--- src/rtl/ntt_pair_sequencer.sv ---
// Kyber NTT/INTT butterfly pair sequencer: issues (j, j+len, k, sel) per cycle.
// Optional INTT scaling pass enabled by NTT_PAIR_SEQUENCER_INTT_SCALE_EN.
module ntt_pair_sequencer #(
    parameter int ADDRW  = 8,
    parameter int ZADDRW = 7,
    parameter int SELWID = 9
) (
    input  logic              clk,
    input  logic              rst,
    input  logic              start,
    input  logic              mode,
    output logic              busy,
    output logic              done,
    output logic              op_valid,
    input  logic              op_ready,
    output logic [ADDRW-1:0]  addr0,
    output logic [ADDRW-1:0]  addr1,
    output logic [ZADDRW-1:0] zeta_addr,
    output logic [SELWID-1:0] sel,
    output logic              last
);

    typedef enum logic [2:0] {
        S_IDLE,
        S_LOAD,
        S_RUN,
        S_DONE
`ifdef NTT_PAIR_SEQUENCER_INTT_SCALE_EN
        , S_SCALE
`endif
    } state_t;

    state_t            r_state;
    logic              r_mode;
    logic [2:0]        r_layer;
    logic [6:0]        r_b;
    logic              r_busy;
    logic              r_done;
    logic              r_valid;
    logic              r_last;
    logic [ADDRW-1:0]  r_addr0;
    logic [ADDRW-1:0]  r_addr1;
    logic [ZADDRW-1:0] r_zeta;
    logic [SELWID-1:0] r_sel;

    logic              w_load;
    logic              w_b_wrap;
    logic              w_final;
    logic              w_scale_on;
    logic [6:0]        w_b_n;
    logic [2:0]        w_layer_n;
    logic [2:0]        w_lg;
    logic [7:0]        w_bx;
    logic [7:0]        w_len;
    logic [7:0]        w_grp;
    logic [7:0]        w_a0;
    logic [7:0]        w_a1;
    logic [6:0]        w_zn;
    logic [6:0]        w_zi;
    logic [6:0]        w_z;
    logic [SELWID-1:0] w_sel;
    logic              w_last_n;

    // Next (layer, b) is what the registered outputs will present after this edge.
    assign w_load    = (r_state == S_LOAD);
    assign w_b_wrap  = (r_b == 7'd127);
    assign w_final   = w_b_wrap && (r_layer == 3'd6);
    assign w_b_n     = w_load ? 7'd0 : r_b + 7'd1;
    assign w_layer_n = w_load ? 3'd0 : r_layer + {2'b00, w_b_wrap};
    assign w_lg      = r_mode ? w_layer_n + 3'd1 : 3'd7 - w_layer_n;

    assign w_bx  = {1'b0, w_b_n};
    assign w_len = 8'd1 << w_lg;
    assign w_grp = w_bx >> w_lg;
    assign w_a0  = (w_grp << ({1'b0, w_lg} + 4'd1)) | (w_bx & (w_len - 8'd1));
    assign w_a1  = w_a0 + w_len;

    // INTT top term 1<<7 wraps to 0 in 7 bits; the modular result is still exact.
    assign w_zn = (7'd1 << (3'd7 - w_lg)) + w_grp[6:0];
    assign w_zi = (7'd1 << (4'd8 - {1'b0, w_lg})) - 7'd1 - w_grp[6:0];
    assign w_z  = r_mode ? w_zi : w_zn;

    assign w_sel = {{(SELWID-5){1'b0}}, w_layer_n, 1'b0, r_mode};

`ifdef NTT_PAIR_SEQUENCER_INTT_SCALE_EN
    assign w_scale_on = r_mode;
`else
    assign w_scale_on = 1'b0;
`endif

    assign w_last_n = (w_layer_n == 3'd6) && (w_b_n == 7'd127) && !w_scale_on;

    always_ff @(posedge clk) begin
        if (!rst) begin
            r_state <= S_IDLE;
            r_mode  <= 1'b0;
            r_layer <= 3'd0;
            r_b     <= 7'd0;
            r_busy  <= 1'b0;
            r_done  <= 1'b0;
            r_valid <= 1'b0;
            r_last  <= 1'b0;
            r_addr0 <= '0;
            r_addr1 <= '0;
            r_zeta  <= '0;
            r_sel   <= '0;
        end else begin
            unique case (r_state)
                S_IDLE: begin
                    r_done <= 1'b0;
                    if (start) begin
                        r_state <= S_LOAD;
                        r_busy  <= 1'b1;
                        r_mode  <= mode;
                        r_layer <= 3'd0;
                        r_b     <= 7'd0;
                    end
                end
                S_LOAD: begin
                    r_state <= S_RUN;
                    r_valid <= 1'b1;
                    r_layer <= w_layer_n;
                    r_b     <= w_b_n;
                    r_addr0 <= ADDRW'(w_a0);
                    r_addr1 <= ADDRW'(w_a1);
                    r_zeta  <= ZADDRW'(w_z);
                    r_sel   <= w_sel;
                    r_last  <= 1'b0;
                end
                S_RUN: begin
                    if (op_ready) begin
                        if (w_final) begin
`ifdef NTT_PAIR_SEQUENCER_INTT_SCALE_EN
                            if (r_mode) begin
                                r_state <= S_SCALE;
                                r_b     <= w_b_n;
                                r_addr0 <= ADDRW'({w_b_n, 1'b0});
                                r_addr1 <= ADDRW'({w_b_n, 1'b1});
                                r_zeta  <= '0;
                                r_sel   <= SELWID'(5'b11111);
                                r_last  <= 1'b0;
                            end else
`endif
                            begin
                                r_state <= S_DONE;
                                r_valid <= 1'b0;
                                r_last  <= 1'b0;
                                r_busy  <= 1'b0;
                                r_done  <= 1'b1;
                            end
                        end else begin
                            r_layer <= w_layer_n;
                            r_b     <= w_b_n;
                            r_addr0 <= ADDRW'(w_a0);
                            r_addr1 <= ADDRW'(w_a1);
                            r_zeta  <= ZADDRW'(w_z);
                            r_sel   <= w_sel;
                            r_last  <= w_last_n;
                        end
                    end
                end
`ifdef NTT_PAIR_SEQUENCER_INTT_SCALE_EN
                S_SCALE: begin
                    if (op_ready) begin
                        if (w_b_wrap) begin
                            r_state <= S_DONE;
                            r_valid <= 1'b0;
                            r_last  <= 1'b0;
                            r_busy  <= 1'b0;
                            r_done  <= 1'b1;
                        end else begin
                            r_b     <= w_b_n;
                            r_addr0 <= ADDRW'({w_b_n, 1'b0});
                            r_addr1 <= ADDRW'({w_b_n, 1'b1});
                            r_last  <= (w_b_n == 7'd127);
                        end
                    end
                end
`endif
                S_DONE: begin
                    r_done  <= 1'b0;
                    r_state <= S_IDLE;
                end
                default: r_state <= S_IDLE;
            endcase
        end
    end

    assign busy      = r_busy;
    assign done      = r_done;
    assign op_valid  = r_valid;
    assign last      = r_last;
    assign addr0     = r_addr0;
    assign addr1     = r_addr1;
    assign zeta_addr = r_zeta;
    assign sel       = r_sel;

endmodule

--- config.mk ---
export PLATFORM = sky130hd
export DESIGN_NAME = ntt_pair_sequencer
export DESIGN_NICKNAME = d
export VERILOG_FILES = /design/src/rtl/ntt_pair_sequencer.sv
export SDC_FILE = /design/constraint.sdc
export NUM_CORES = 1
export LEC_CHECK = 0
export CAP_MARGIN = 20
export CORE_ASPECT_RATIO = 1.4
export CORE_MARGIN = 2
export CORE_UTILIZATION = 56
export CTS_CLUSTER_SIZE = 30
export DETAILED_ROUTE_END_ITERATION = 8
export HOLD_SLACK_MARGIN = 0.05
export PLACE_DENSITY = 0.79
export SLEW_MARGIN = 10
export SYNTH_ARGS = -nofsm -noshare
export SYNTH_HDL_FRONTEND = slang
export SYNTH_SLANG_ARGS = --single-unit
--- constraint.sdc ---
create_clock -name clk -period 11.5 [get_ports clk]
set_input_delay 1.15 -clock clk [delete_from_list [all_inputs] [get_ports clk]]
set_output_delay 1.15 -clock clk [all_outputs]
set_load 0.02 [all_outputs]
==> key figures <==
Status
  – Run status: finished clean

Setup path
  – Slowest cell on crit path: and2_1
  – Cell family with most CP delay: simple AND/OR/NAND/NOR gates
  – Crit-path most repeated cell: ha_1
  – R2R cell count: 25
  – Worst-path maximum fanout: 21
  – WP data arrival: 7.26 ns
  – CP Data Required Time: 11.74 ns
  – Worst Setup Start Kind: flop
  – Setup crit end kind: flop
  – Cell count along the critical path: 25
  – Crit path buffers/inverters: 3
  – Crit Path Class: reg -> reg
  – Slowest Stage Delay on Critical Path: 0.71 ns

Timing
  – Fin crit share: 61.0%
  – Slew HR: 35.1%
  – Slew @ Worst Pin: 0.968 ns
  – Fin Setup TNS: 0 ns
  – Min cycle time layout: 7.02 ns
  – Final hold viol count: 0
  – Setup violation total in the final timing report: 0
  – Max Clock Freq: 143 MHz
  – RSZ-0062 raised after global routing: false
  – Max-slew violations: 0
  – Fin Clk Skew: 0.00940 ns

GRT
  – Remaining Overflow, GRT: 0
  – Largest net degree at the start of global routing: 38
  – Initial antenna violation count: 1
  – Total Routing Usage GR: 29.9%
  – Vias in the first global route: 3660
  – First-pass GRT wire length: 18200 um

Place
  – IO Port Bufs: 35
  – DP Wirelength: 8890 um
  – Post-DP Area: 4330 sq um
  – GP Congestion: 0.963

Routing
  – Drt total wl: 11200 um
  – DRC errors left: 0
  – Antenna-violating nets left: 0
  – DR iter-0 viols: 136
  – Vias after detailed routing: 3878
  – Vias/cell: 6.16
  – Routed len/inst: 17.8 um
  – Drt first pass iters: 5

CTS
  – Clock Latency Late Sink: 0.31 ns
  – H-tree levels: 2
  – Post-CTS Hold Buffers: 0
  – Max Root-Sink Buffers: 2
  – CTS sink cnt: 44
  – Clk root buf: clkbuf_8
  – Postcts setup bufs: 0
  – CTS tree: yes
  – Cts bufs inserted: 5
  – Clock Pin Slew Worst Setup and Hold Paths: 0.09 ns
  – Cts repair resizes: 0

Synth
  – Cell area after synthesis: 4010 sq um
  – Post-synth top cells: nand2_1, a21oi_1, nor2_1
  – Synth area leaders: dfxtp_1, ha_1, a21oi_1, nand2_1, nor2_1
  – EDFF count, synth: 0
  – Sequential area share after synthesis: 22.0%
  – Synth unique cells: 79
  – Ys async rst share: 0%
  – Top_reg_cell synth: dfxtp_1
  – Ys Warns: 0
  – Yosys top cell by area: dfxtp_1
  – Yosys top cell area share: 22.0%
  – Count leader, synth: nand2_1
  – Post-synthesis cell count: 523
  – Mean Syn Cell Area: 7.67 sq um
  – Seq cells post-synth: 44

Floorplan
  – Row Count: 36
  – Core outline area: 6940 sq um
  – Die X: 75.5 um
  – Boundary pin count: 41
  – Initial Utilization: 57.8%
  – Die area: 7870 sq um
  – Die H: 104 um

Job
  – Max Cap Viol: 0

Pwr
  – Leak: 1.71 nW
  – Peak VDD IR: 0.000165 V
  – Power Density: 158 nW/um^2

Hold path
  – Hold path depth: 2
  – HP Class: reg -> reg

Layout
  – Nets: 582
  – Area grow syn2layout: 9.95%
  – Final instance area: 4410 sq um
  – N_diodes: 0
  – Fraction of layout cells with a size suffix above 1: 5.05%
[flip-flops by register name, summed over array words and instances, names as in the netlist]
signal	count
r_mode	1
op_valid	1
r_state	2
zeta_addr	7
done	1
addr0	8
last	1
sel	4
addr1	8
busy	1
r_layer	3
r_b	7
[report_power, final]
part	internal [mW]	switching, mW	leakage (nW)
logic	0.143	0.256	1.31
clock network	0.0412	0.0549	0.0400
registers	0.181	0.0203	0.359
total	0.365	0.331	1.71
[area by class of cell]
type	instances	area, sq um
multi-input combinational	422	2870
fill	670	2530
sequential	44	881
timing repair buffer	36	358
tap	95	119
inverter	26	103
clock buffer	5	68.8
clock inverter	2	12.5
[worst register-to-register path: stages (launching register included)]
cell      delay (ns)
dfxtp_1         0.50
ha_1            0.36
nand3_1         0.15
nor2_1          0.12
ha_1            0.43
nand2_1         0.46
inv_1           0.33
ha_1            0.29
nor2b_1         0.28
or3_4           0.21
and2_1          0.71
clkinv_4        0.29
ha_1            0.34
inv_1           0.09
ha_1            0.17
xnor2_1         0.07
or3_1           0.32
nand2_1         0.08
ha_1            0.26
a21oi_1         0.22
nor2b_1         0.08
o21a_1          0.18
o41ai_1         0.43
xnor2_1         0.14
a311o_1         0.29
a31oi_1         0.16
[metal layers]
layer  track usage, %  vias up  wire (um)
met1             33.1     1799       4360
met2             52.0      129       5820
met5                0        -          0
met3             4.26       43        399
li1                 -     1907          -
met4             17.2        0        619
[logic make-up (layout without fill, tap and decap cells)]
| logic type | Yosys count | in the layout | share of synthesized area [%] |
|---|---|---|---|
| xor+xnor | 26 | 26 | 5.86 |
| other cells | 1 | 5 | 0.0935 |
| flops | 44 | 44 | 22.0 |
| buf+inv | 61 | 69 | 6.89 |
| compound gates | 162 | 162 | 27.6 |
| fa+ha+maj | 42 | 42 | 13.7 |
| mux | 4 | 4 | 1.43 |
| simple gates | 183 | 183 | 22.5 |
[cells in the final DEF, fill, tap and decap left out, types with 3 or more instances in the layout]
master	synthesis	layout
a31o_2	3	3
ha_1	39	39
o31ai_1	5	5
and3_1	7	7
a22oi_1	3	3
clkbuf_8	0	5
nor3_1	17	17
nand3_1	17	17
clkdlybuf4s50_1	0	35
nor2b_1	6	6
a21oi_1	48	48
a31oi_1	7	7
xor2_1	8	8
nand2b_1	4	4
o211ai_1	3	3
a2111o_1	3	3
fa_1	3	3
o21a_1	4	4
nand2_1	56	56
nor4_1	3	3
o21ai_1	3	3
a211oi_1	10	10
o311a_1	3	3
conb_1	1	5
or3_1	3	3
xnor2_1	17	17
o21ai_0	30	30
a21o_1	10	10
nor2_1	45	45
inv_1	24	24
and2_1	7	7
dfxtp_1	44	44
[path summary, 6_finish.rpt]
path	end	slack, ns	from
max	addr1[7]$_SDFFE_PN0P_	4.48	r_b[0]$_SDFFE_PN0P_
min	addr1[5]$_SDFFE_PN0P_	0.46	addr1[5]$_SDFFE_PN0P_
max reg2reg	addr1[7]$_SDFFE_PN0P_	4.48	r_b[0]$_SDFFE_PN0P_
min reg2reg	addr1[5]$_SDFFE_PN0P_	0.46	addr1[5]$_SDFFE_PN0P_
[per-stage QoR]
| stage | worst slack, ns | util, % | hold slack [ns] | power (mW) | std cells |
|---|---|---|---|---|---|
| global route | 3.89 | 63.6 | 0.476 | 0.751 | 630 |
| detailed placement | 4.57 | 62.4 | 0.448 | 0.604 | 623 |
| global placement | 4.74 | 62.4 | 0.439 | 0.599 | 623 |
| floorplan | 5.68 | - | 0.449 | 0.489 | 527 |
| finish | 4.48 | 63.6 | 0.456 | 0.697 | 630 |
| CTS | 4.52 | 63.6 | 0.460 | 0.701 | 630 |
(Power assumes the default switching activity.)
